**config.mk**
```make
export PLATFORM = sky130hd
export DESIGN_NAME = dest_reg_pipe
export DESIGN_NICKNAME = d
export VERILOG_FILES = /design/src/rtl/dest_reg_pipe_pkg.sv /design/src/rtl/dest_reg_pipe_slot.sv /design/src/rtl/dest_reg_pipe.sv
export SDC_FILE = /design/constraint.sdc
export NUM_CORES = 1
export LEC_CHECK = 0
export ABC_AREA = 1
export BUFFER_PORTS_ARGS = -buffer_cell sky130_fd_sc_hd__buf_2
export CAP_MARGIN = 0
export CORE_ASPECT_RATIO = 1.25
export CORE_UTILIZATION = 31
export DETAILED_ROUTE_END_ITERATION = 16
export PLACE_DENSITY_LB_ADDON = 0.05
export SYNTH_ARGS = -nofsm -noshare
export SYNTH_HDL_FRONTEND = slang
export SYNTH_SLANG_ARGS = --single-unit
export TNS_END_PERCENT = 30
```
**constraint.sdc**
```tcl
create_clock -name clk -period 2.3 [get_ports clk]
set_input_delay 0.46 -clock clk [delete_from_list [all_inputs] [get_ports clk]]
set_output_delay 0.46 -clock clk [all_outputs]
set_load 0.05 [all_outputs]
```
**src/rtl/dest_reg_pipe_pkg.sv**
```systemverilog
// Shared definitions for the destination-register pipeline: register
// address width, hard-wired zero register, forwarding-select codes and
// the per-slot record carried through EX, MEM and WB.
package dest_reg_pipe_pkg;

  localparam int unsigned AW = 5;
  localparam logic [AW-1:0] ZERO_REG = '0;

  localparam logic [1:0] FWD_RF  = 2'b00;
  localparam logic [1:0] FWD_EX  = 2'b01;
  localparam logic [1:0] FWD_MEM = 2'b10;
  localparam logic [1:0] FWD_WB  = 2'b11;

  typedef struct packed {
    logic [AW-1:0] wreg;
    logic          wen;
    logic          load;
  } slot_t;

  localparam slot_t SLOT_BUBBLE = '0;

  // A write to the zero register is never a real write.
  function automatic slot_t mask_zero(input slot_t s);
    slot_t r;
    r     = s;
    r.wen = s.wen & (s.wreg != ZERO_REG);
    return r;
  endfunction

  // True when the slot holds a live write to the register being read.
  function automatic logic slot_hit(input logic [AW-1:0] src,
                                    input logic          use_src,
                                    input slot_t         s);
    return use_src && (src != ZERO_REG) && s.wen && (s.wreg == src);
  endfunction

endpackage

```
**src/rtl/dest_reg_pipe_slot.sv**
```systemverilog
// One pipeline slot (EX, MEM or WB) holding {wreg, wen, load}.
// hold keeps the contents, bubble loads an empty record, otherwise the
// incoming record is captured with wen cleared for the zero register.
module dest_slot
  import dest_reg_pipe_pkg::*;
(
  input  logic  clk,
  input  logic  clrn,
  input  slot_t d_i,
  input  logic  bubble_i,
  input  logic  hold_i,
  output slot_t q_o
);

  slot_t slot_q;
  slot_t slot_d;

  // Next contents: hold beats bubble, bubble beats capture.
  always_comb begin
    slot_d = slot_q;
    if (!hold_i) begin
      if (bubble_i) begin
        slot_d = SLOT_BUBBLE;
      end else begin
        slot_d = mask_zero(d_i);
      end
    end
  end

  // Slot register, cleared asynchronously so in-flight writes are dropped.
  always_ff @(posedge clk or negedge clrn) begin
    if (!clrn) begin
      slot_q <= SLOT_BUBBLE;
    end else begin
      slot_q <= slot_d;
    end
  end

  assign q_o = slot_q;

endmodule

```
**src/rtl/dest_reg_pipe.sv**
```systemverilog
// Destination-register pipeline: carries each instruction's destination,
// write-enable and load flag through EX/MEM/WB and derives the ALU operand
// forwarding selects, the load-use stall and the register-file write port.
// Optional build macro DEST_WB_FWD_EN: when defined, a match in WB forwards
// the WB write data (code 11); when undefined the register file is assumed
// write-before-read and WB matches select the register file (code 00).
module dest_reg_pipe
  import dest_reg_pipe_pkg::*;
(
  input  logic          clk,
  input  logic          clrn,
  input  logic [AW-1:0] id_wreg,
  input  logic          id_wen,
  input  logic          id_load,
  input  logic [AW-1:0] id_rs,
  input  logic [AW-1:0] id_rt,
  input  logic          id_use_rs,
  input  logic          id_use_rt,
  input  logic          freeze,
  input  logic          flush,
  output logic [AW-1:0] ex_wreg,
  output logic [AW-1:0] mem_wreg,
  output logic [AW-1:0] wb_wreg,
  output logic          wb_wen,
  output logic [1:0]    fwd_a,
  output logic [1:0]    fwd_b,
  output logic          lu_stall
);

  slot_t id_rec;
  slot_t ex_q;
  slot_t mem_q;
  slot_t wb_q;
  logic  ex_bubble;
  logic  unused_load_bits;

  assign id_rec    = '{wreg: id_wreg, wen: id_wen, load: id_load};
  assign ex_bubble = flush | lu_stall;

  dest_slot u_ex (
    .clk      (clk),
    .clrn     (clrn),
    .d_i      (id_rec),
    .bubble_i (ex_bubble),
    .hold_i   (freeze),
    .q_o      (ex_q)
  );

  dest_slot u_mem (
    .clk      (clk),
    .clrn     (clrn),
    .d_i      (ex_q),
    .bubble_i (1'b0),
    .hold_i   (freeze),
    .q_o      (mem_q)
  );

  dest_slot u_wb (
    .clk      (clk),
    .clrn     (clrn),
    .d_i      (mem_q),
    .bubble_i (1'b0),
    .hold_i   (freeze),
    .q_o      (wb_q)
  );

  // Load in EX whose result an ID source needs: hold ID for one cycle.
  always_comb begin
    lu_stall = ex_q.load & ex_q.wen &
               ((id_use_rs & (id_rs == ex_q.wreg)) |
                (id_use_rt & (id_rt == ex_q.wreg)));
  end

  // Operand A select, youngest producer first; a load in EX cannot forward.
  always_comb begin
    fwd_a = FWD_RF;
    if (slot_hit(id_rs, id_use_rs, ex_q) && !ex_q.load) begin
      fwd_a = FWD_EX;
    end else if (slot_hit(id_rs, id_use_rs, mem_q)) begin
      fwd_a = FWD_MEM;
`ifdef DEST_WB_FWD_EN
    end else if (slot_hit(id_rs, id_use_rs, wb_q)) begin
      fwd_a = FWD_WB;
`endif
    end
  end

  // Operand B select, same priority as operand A.
  always_comb begin
    fwd_b = FWD_RF;
    if (slot_hit(id_rt, id_use_rt, ex_q) && !ex_q.load) begin
      fwd_b = FWD_EX;
    end else if (slot_hit(id_rt, id_use_rt, mem_q)) begin
      fwd_b = FWD_MEM;
`ifdef DEST_WB_FWD_EN
    end else if (slot_hit(id_rt, id_use_rt, wb_q)) begin
      fwd_b = FWD_WB;
`endif
    end
  end

  // Load flags past EX only matter for the data path, not for this block.
  assign unused_load_bits = mem_q.load ^ wb_q.load;

  assign ex_wreg  = ex_q.wreg;
  assign mem_wreg = mem_q.wreg;
  assign wb_wreg  = wb_q.wreg;
  assign wb_wen   = wb_q.wen;

endmodule

```
==> results of run 1 <==
[layer usage]
metal	wire length (um)	up-vias	GRT usage (%)	part of all wire [%]
met5	0	-	0	0
met4	43	0	6.61	1.3
met3	119	4	2.29	3.6
met2	1710	35	31.3	51
met1	1470	556	19.8	44
li1	-	649	-	-
[final cells by class]
cell class                      count  share of cell area [%]
Clock buffer                        3                    2.69
Tap cell                           54                    4.41
Inverter                           28                    6.86
Timing Repair Buffer               45                    15.2
Clock inverter                      1                   0.327
Sequential cell                    19                    31.2
Multi-Input combinational cell    126                    39.3
[cells in the mapped netlist]
master and count:
dfrtp_1 19, and3_1 1, nand3_1 10, nor3_1 3, nor2_1 16, xor2_1 4, a21oi_1 3, inv_1 25
nor2_2 2, clkbuf_1 1, nand2_2 1, nor4_1 2, buf_2 3, o21ai_0 12, a211o_1 1, buf_4 10
nand2_1 57, xnor2_1 2, inv_2 3, o211ai_1 1, nand4_1 7, o21ai_1 1, a211oi_1 1, nand2_4 1
nor3_2 1
[sequential cells by signal, summed over array words and instances, names as in the netlist]
signal / cells
u_wb.q_o: 6
u_mem.q_o: 6
u_ex.q_o: 7
[what timing repair did]
action                                  in CTS  in global routing
setup buffers                                0                  0
endpoints found under the setup margin       0                  3
resized for setup                            0                  4
[power groups by stage]
stage	clock, mW	sequential [mW]	combinational (mW)
6_report	0.237	0.404	0.298
2_1_floorplan	0	0.446	0.190
3_5_place_dp	0	0.411	0.299
4_1_cts	0.249	0.405	0.300
5_1_grt	0.262	0.410	0.330
3_3_place_gp	0	0.410	0.298
[worst max path at each step]
stage | startpoint | endpoint | slack (ns) | cells past startpoint
finish | u_ex.q_o[3]$_DFFE_PN0N_ | fwd_a[0] | 0.14 | 6
global route | u_ex.q_o[3]$_DFFE_PN0N_ | fwd_a[0] | 0.02 | 6
CTS | u_ex.q_o[5]$_DFFE_PN0N_ | fwd_a[0] | 0.10 | 8
detailed placement | id_rt[2] | fwd_b[1] | 0.24 | 7
global placement | id_rt[3] | fwd_b[1] | 0.32 | 7
floorplan | id_rt[1] | fwd_b[1] | 0.06 | 7
[kinds of logic (layout without fill, tap and decap cells)]
kind of cell | after synthesis | after routing
simple gates | 101 | 101
buf+inv | 42 | 77
flops | 19 | 19
compound gates | 19 | 19
xor+xnor | 6 | 6
[stage by stage]
step	std cells	hold slack, ns
6_report	276	0.138
2_1_floorplan	187	0.164
3_3_place_gp	272	0.432
3_5_place_dp	272	0.435
4_1_cts	276	0.150
5_1_grt	276	0.157
[worst max-delay path, cell delays in order, from the launching register on]
cell and delay [ns]:
dfrtp_1 0.47, xor2_1 0.19, nor2_1 0.13, nand3_1 0.08, nor2_1 0.14, and3_1 0.17, buf_2 0.26
[placed cells by master (no fill, tap or decap), types with 3 or more instances in the layout]
cell type	instances
clkbuf_8	3
inv_1	25
xor2_1	4
o21ai_0	12
a21oi_1	3
buf_2	42
dfrtp_1	17
nand2_1	57
nor2_1	16
nand3_1	10
nand4_1	7
inv_2	3
buf_4	3
==> impl_metrics.yaml, run 1 <==
run_status:
  status: "finished clean"
final_layout:
  multiInputGateArea_um2: 603
  ff_latch_area_um2: 478
  area_delta_synth_final_pct: 20.5
  final_cell_area_um2: 1530
  fin_nets: 246
  fin_util_pct: 39.8
  nFillCells: 436
  layout-drive-gt1-share_pct: 27.0
  num_antenna_cells: 0
global_route:
  antenna_found_initial: 0
  grt_overflow: 0
  grt_pass1_vias: 1254
  grtUsageTotal_pct: 17.2
  grt_pass1_wl_um: 5630
  grt_max_degree: 23
power_and_ir_drop:
  switching_power_mw: 0.368
  ir_worst_vdd_v: 0.000178
  powerDensity_nw_per_um2: 613
  combinationalPowerShare_pct: 31.7
  internal_power_mw: 0.571
  seqPwrFrac_pct: 43.0
  total_power_mw: 0.939
  pwr-share-clk_pct: 25.3
  swShare_pct: 39.2
  leakagePower_nw: 0.907
drt:
  drc_errors: 0
  viasPerCell: 4.51
  first_pass_iters: 4
  drt_iter0_markers: 66
  vias: 1244
  wl_per_cell_um: 12.1
  drt_wl_total_um: 3340
  ant_nets: 0
place:
  portBuffers: 43
  place_congestion: 0.836
  dp_slack_ns: 0.236
  placed_area_um2: 1480
  hpwl_um: 2630
critical_path:
  r2r_slack_ns: 0.96
  cp_max_fo: 6
  r2r_start: "u_ex.q_o[3]$_DFFE_PN0N_"
  reg2reg_depth: 7
  arrival_ns: 1.70
  crit_type: "reg2out"
  startpoint_type: "register"
  worst_ep_required_time_ns: 1.84
  crit_path_end_kind: "output pin"
  r2r_end: "u_ex.q_o[5]$_DFFE_PN0N_"
sta:
  finalSetupViolCount: 0
  worst_pin_slew_ns: 0.443
  max_freq_ghz: 0.464
  grt_setup_unrepaired: "false"
  slew_headroom_pct: 70.5
  tns_ns: 0
  layout_setup_ws_ns: 0.143
  min_period_over_period_pct: 93.8
  period_minus_slack_ns: 2.16
  hold_viol: 0
  skew_ns: 0.00111
  maxSlewViolCount: 0
synth:
  synth_compound_area_share_pct: 8.16
  syn_area_um2: 1270
  ys_types: 25
  yosysTopAreaCell: "dfrtp_1"
  seq_area_frac_synth_pct: 37.4
  synthAdderAreaFrac_pct: 0
  synth_xor_area_share_pct: 4.13
  ys_warn_count: 0
  synth_top_family_by_area: "simple AND/OR/NAND/NOR gates"
  synthMuxAreaShare_pct: 0
  netlist_instances: 187
  syn_avg_cell_area_um2: 6.80
  ys_seq_elements: 19
  synth.area.top_cells: "dfrtp_1 37%, nand2_1 17%, inv_1 7.4%"
  synth_fp_nets: 210
  yosysTopAreaCellShare_pct: 37.4
  synthSimpleGateAreaFrac_pct: 34.7
floorplan:
  die_height_um: 73.6
  fp.dieArea_um2: 4370
  floorplan.initialDensity_pct: 33.1
  ioPinCount: 44
  core_area_um2: 3850
  fp.dieW_um: 59.3
  rows: 25
clock_tree:
  numCtsBuffers: 3
  h-tree-depth: 1
  cts_sinks: 19
  root_buffer: "clkbuf_8"
  clockBufferDepth: 2
  clkLatencyLatePin_ns: 0.25
  ctsHoldBuffers: 0
  tritoncts: "yes"
  path_clk_slew_ns: 0.08
min_path:
  hold_path_class: "in2async"
flow_run:
  drv_cap: 0
Note: power is estimated with default switching activity, not from simulation.
==> inputs of run 2 (changes only) <==
--- a/config.mk
+++ b/config.mk
@@ -14,5 +14,6 @@
 export PLACE_DENSITY_LB_ADDON = 0.05
 export SYNTH_ARGS = -nofsm -noshare
 export SYNTH_HDL_FRONTEND = slang
+export SYNTH_HIERARCHICAL = 1
 export SYNTH_SLANG_ARGS = --single-unit
 export TNS_END_PERCENT = 30
==> constraint.sdc (replaced) <==
create_clock -name clk -period 2.2 [get_ports clk]
set_input_delay 0.44 -clock clk [delete_from_list [all_inputs] [get_ports clk]]
set_output_delay 0.44 -clock clk [all_outputs]
set_load 0.05 [all_outputs]
==> run 2 against run 1 <==
  * Global-route usage down 0.58 points
  * Non-clock buffer count up 2
  * Die area up 3.6%
  * First-iteration DRC count down 30%
  * Combinational power down 11%
  * Utilization up 0.49 points
  * Sequential power about the same
  * Synthesized cell count up 2.7%
  * Critical path depth down 1
  * Largest cell class unchanged
  * Largest power group unchanged
  * Highest routed layer unchanged
==> impl_metrics.yaml, run 2 <==
drt:
  first_pass_iters: 4
  wl_per_cell_um: 11.5
  drc_errors: 0
  drt_wl_total_um: 3410
  viasPerCell: 4.35
  ant_nets: 0
  vias: 1293
  drt_iter0_markers: 46
global_route:
  grt_max_degree: 23
  grt_pass1_vias: 1179
  grt_overflow: 0
  grtUsageTotal_pct: 16.6
  grt_pass1_wl_um: 5590
  antenna_found_initial: 0
clock_tree:
  clkLatencyLatePin_ns: 0.26
  cts_sinks: 19
  path_clk_slew_ns: 0.08
  root_buffer: "clkbuf_8"
  tritoncts: "yes"
  postCtsSetupBuffers: 0
  numCtsBuffers: 3
  clockBufferDepth: 2
  h-tree-depth: 1
  ctsHoldBuffers: 0
floorplan:
  fp.dieW_um: 60.4
  core_area_um2: 4100
  die_height_um: 75.0
  rows: 26
  floorplan.initialDensity_pct: 32.2
  fp.dieArea_um2: 4520
  ioPinCount: 44
sta:
  tns_ns: 0
  period_minus_slack_ns: 2.09
  grt_setup_unrepaired: "false"
  slew_headroom_pct: 58.5
  skew_ns: 0.00604
  hold_viol: 0
  max_freq_ghz: 0.479
  layout_setup_ws_ns: 0.112
  maxSlewViolCount: 0
  finalSetupViolCount: 0
  worst_pin_slew_ns: 0.622
  min_period_over_period_pct: 94.9
critical_path:
  startpoint_type: "register"
  crit_path_end_kind: "output pin"
  cp_max_fo: 7
  crit_type: "reg2out"
  r2r_slack_ns: 0.61
  arrival_ns: 1.65
  worst_ep_required_time_ns: 1.76
final_layout:
  multiInputGateArea_um2: 676
  largest_reg_flops: 7
  ff_latch_area_um2: 477
  fin_nets: 265
  num_antenna_cells: 0
  layout-drive-gt1-share_pct: 30.7
  layout_common_cells: "70 x nand2_1, 43 x buf_2, 22 x nand3_1"
  nFillCells: 487
  final_common_cell: "nand2_1"
  area_delta_synth_final_pct: 25.2
place:
  dp_slack_ns: 0.331
  place_congestion: 0.955
  hpwl_um: 2780
  portBuffers: 43
synth:
  ys_warn_count: 6
  syn_area_um2: 1320
  netlist_instances: 192
  syn_avg_cell_area_um2: 6.88
power_and_ir_drop:
  powerDensity_nw_per_um2: 551
  switching_power_mw: 0.331
  combinationalPowerShare_pct: 29.0
  swShare_pct: 36.3
  leakagePower_nw: 0.948
  ir_worst_vdd_v: 0.000295
  seqPwrFrac_pct: 44.0
  internal_power_mw: 0.579
  pwr-share-clk_pct: 27.0
flow_run:
  drv_cap: 0
run_status:
  status: "finished clean"
min_path:
  hold_path_class: "in2async"
## run 2: cell types whose count changed in the layout (fill, tap and decap cells not counted), sizes merged, moves of 4 or more
cell | before | now
nand3 | 10 | 22
o21ai | 13 | 8
nand2 | 59 | 73
xnor2 | 2 | 6
## run 2: worst paths after layout
path                                          from                      end  depth (start not counted)
max                        u_ex/q_o[3]$_DFFE_PN0N_                 fwd_a[0]                          5
min                                           clrn  u_wb/q_o[3]$_DFFE_PN0N_                          1
max reg2reg                u_ex/q_o[3]$_DFFE_PN0N_  u_ex/q_o[1]$_DFFE_PN0N_                         11
min reg2reg                u_wb/q_o[2]$_DFFE_PN0N_  u_wb/q_o[2]$_DFFE_PN0N_                          2
max in group asynchronous                     clrn  u_ex/q_o[2]$_DFFE_PN0N_                          1
min in group clk                           id_load  u_ex/q_o[0]$_DFFE_PN0N_                          3
## run 2: power by group through the flow
stage | combinational [mW] | sequential (mW) | clock [mW]
2_1_floorplan | 0.121 | 0.463 | 0
5_1_grt | 0.292 | 0.405 | 0.276
3_3_place_gp | 0.266 | 0.409 | 0
6_report | 0.264 | 0.401 | 0.245
4_1_cts | 0.265 | 0.402 | 0.254
3_5_place_dp | 0.265 | 0.409 | 0
## run 2: metal layers
layer  global-route usage [%]  wire length, um
met5                        0                0
met4                     2.33               13
met3                     3.09              114
met2                     28.2             1690
met1                     22.1             1600
## run 2: layout make-up
class,instances,share of cell area [%]
sequential,19,28.8
clock inverter,1,0.303
tap,56,4.24
inverter,30,8.40
timing repair buffer,47,14.8
clock buffer,3,2.50
multi-input combinational,141,40.9
## run 2: repair_timing
item / 4_1_cts / 5_1_grt
endpoints found under the setup margin: 0 / 2
hold endpoints to repair: 0 / 0
resized for setup: 0 / 1
## run 2: worst max-delay path: stages, from the launching register on
cell and delay [ns]:
dfrtp_1 0.50, xor2_1 0.19, nor2_1 0.18, nand3_1 0.13, nor3_2 0.12, buf_2 0.28
## run 2: through the flow
stage                     hold slack [ns]  cell area [um2]  power, mW  cells  util, %
after floorplan                     0.144             1320      0.585    193        -
after global placement              0.412             1610      0.675    293     39.2
after detailed placement            0.413             1610      0.673    293     39.2
after CTS                           0.129             1650      0.920    297     40.3
after global routing                0.134             1650      0.972    297     40.3
final                               0.110             1650      0.910    297     40.3
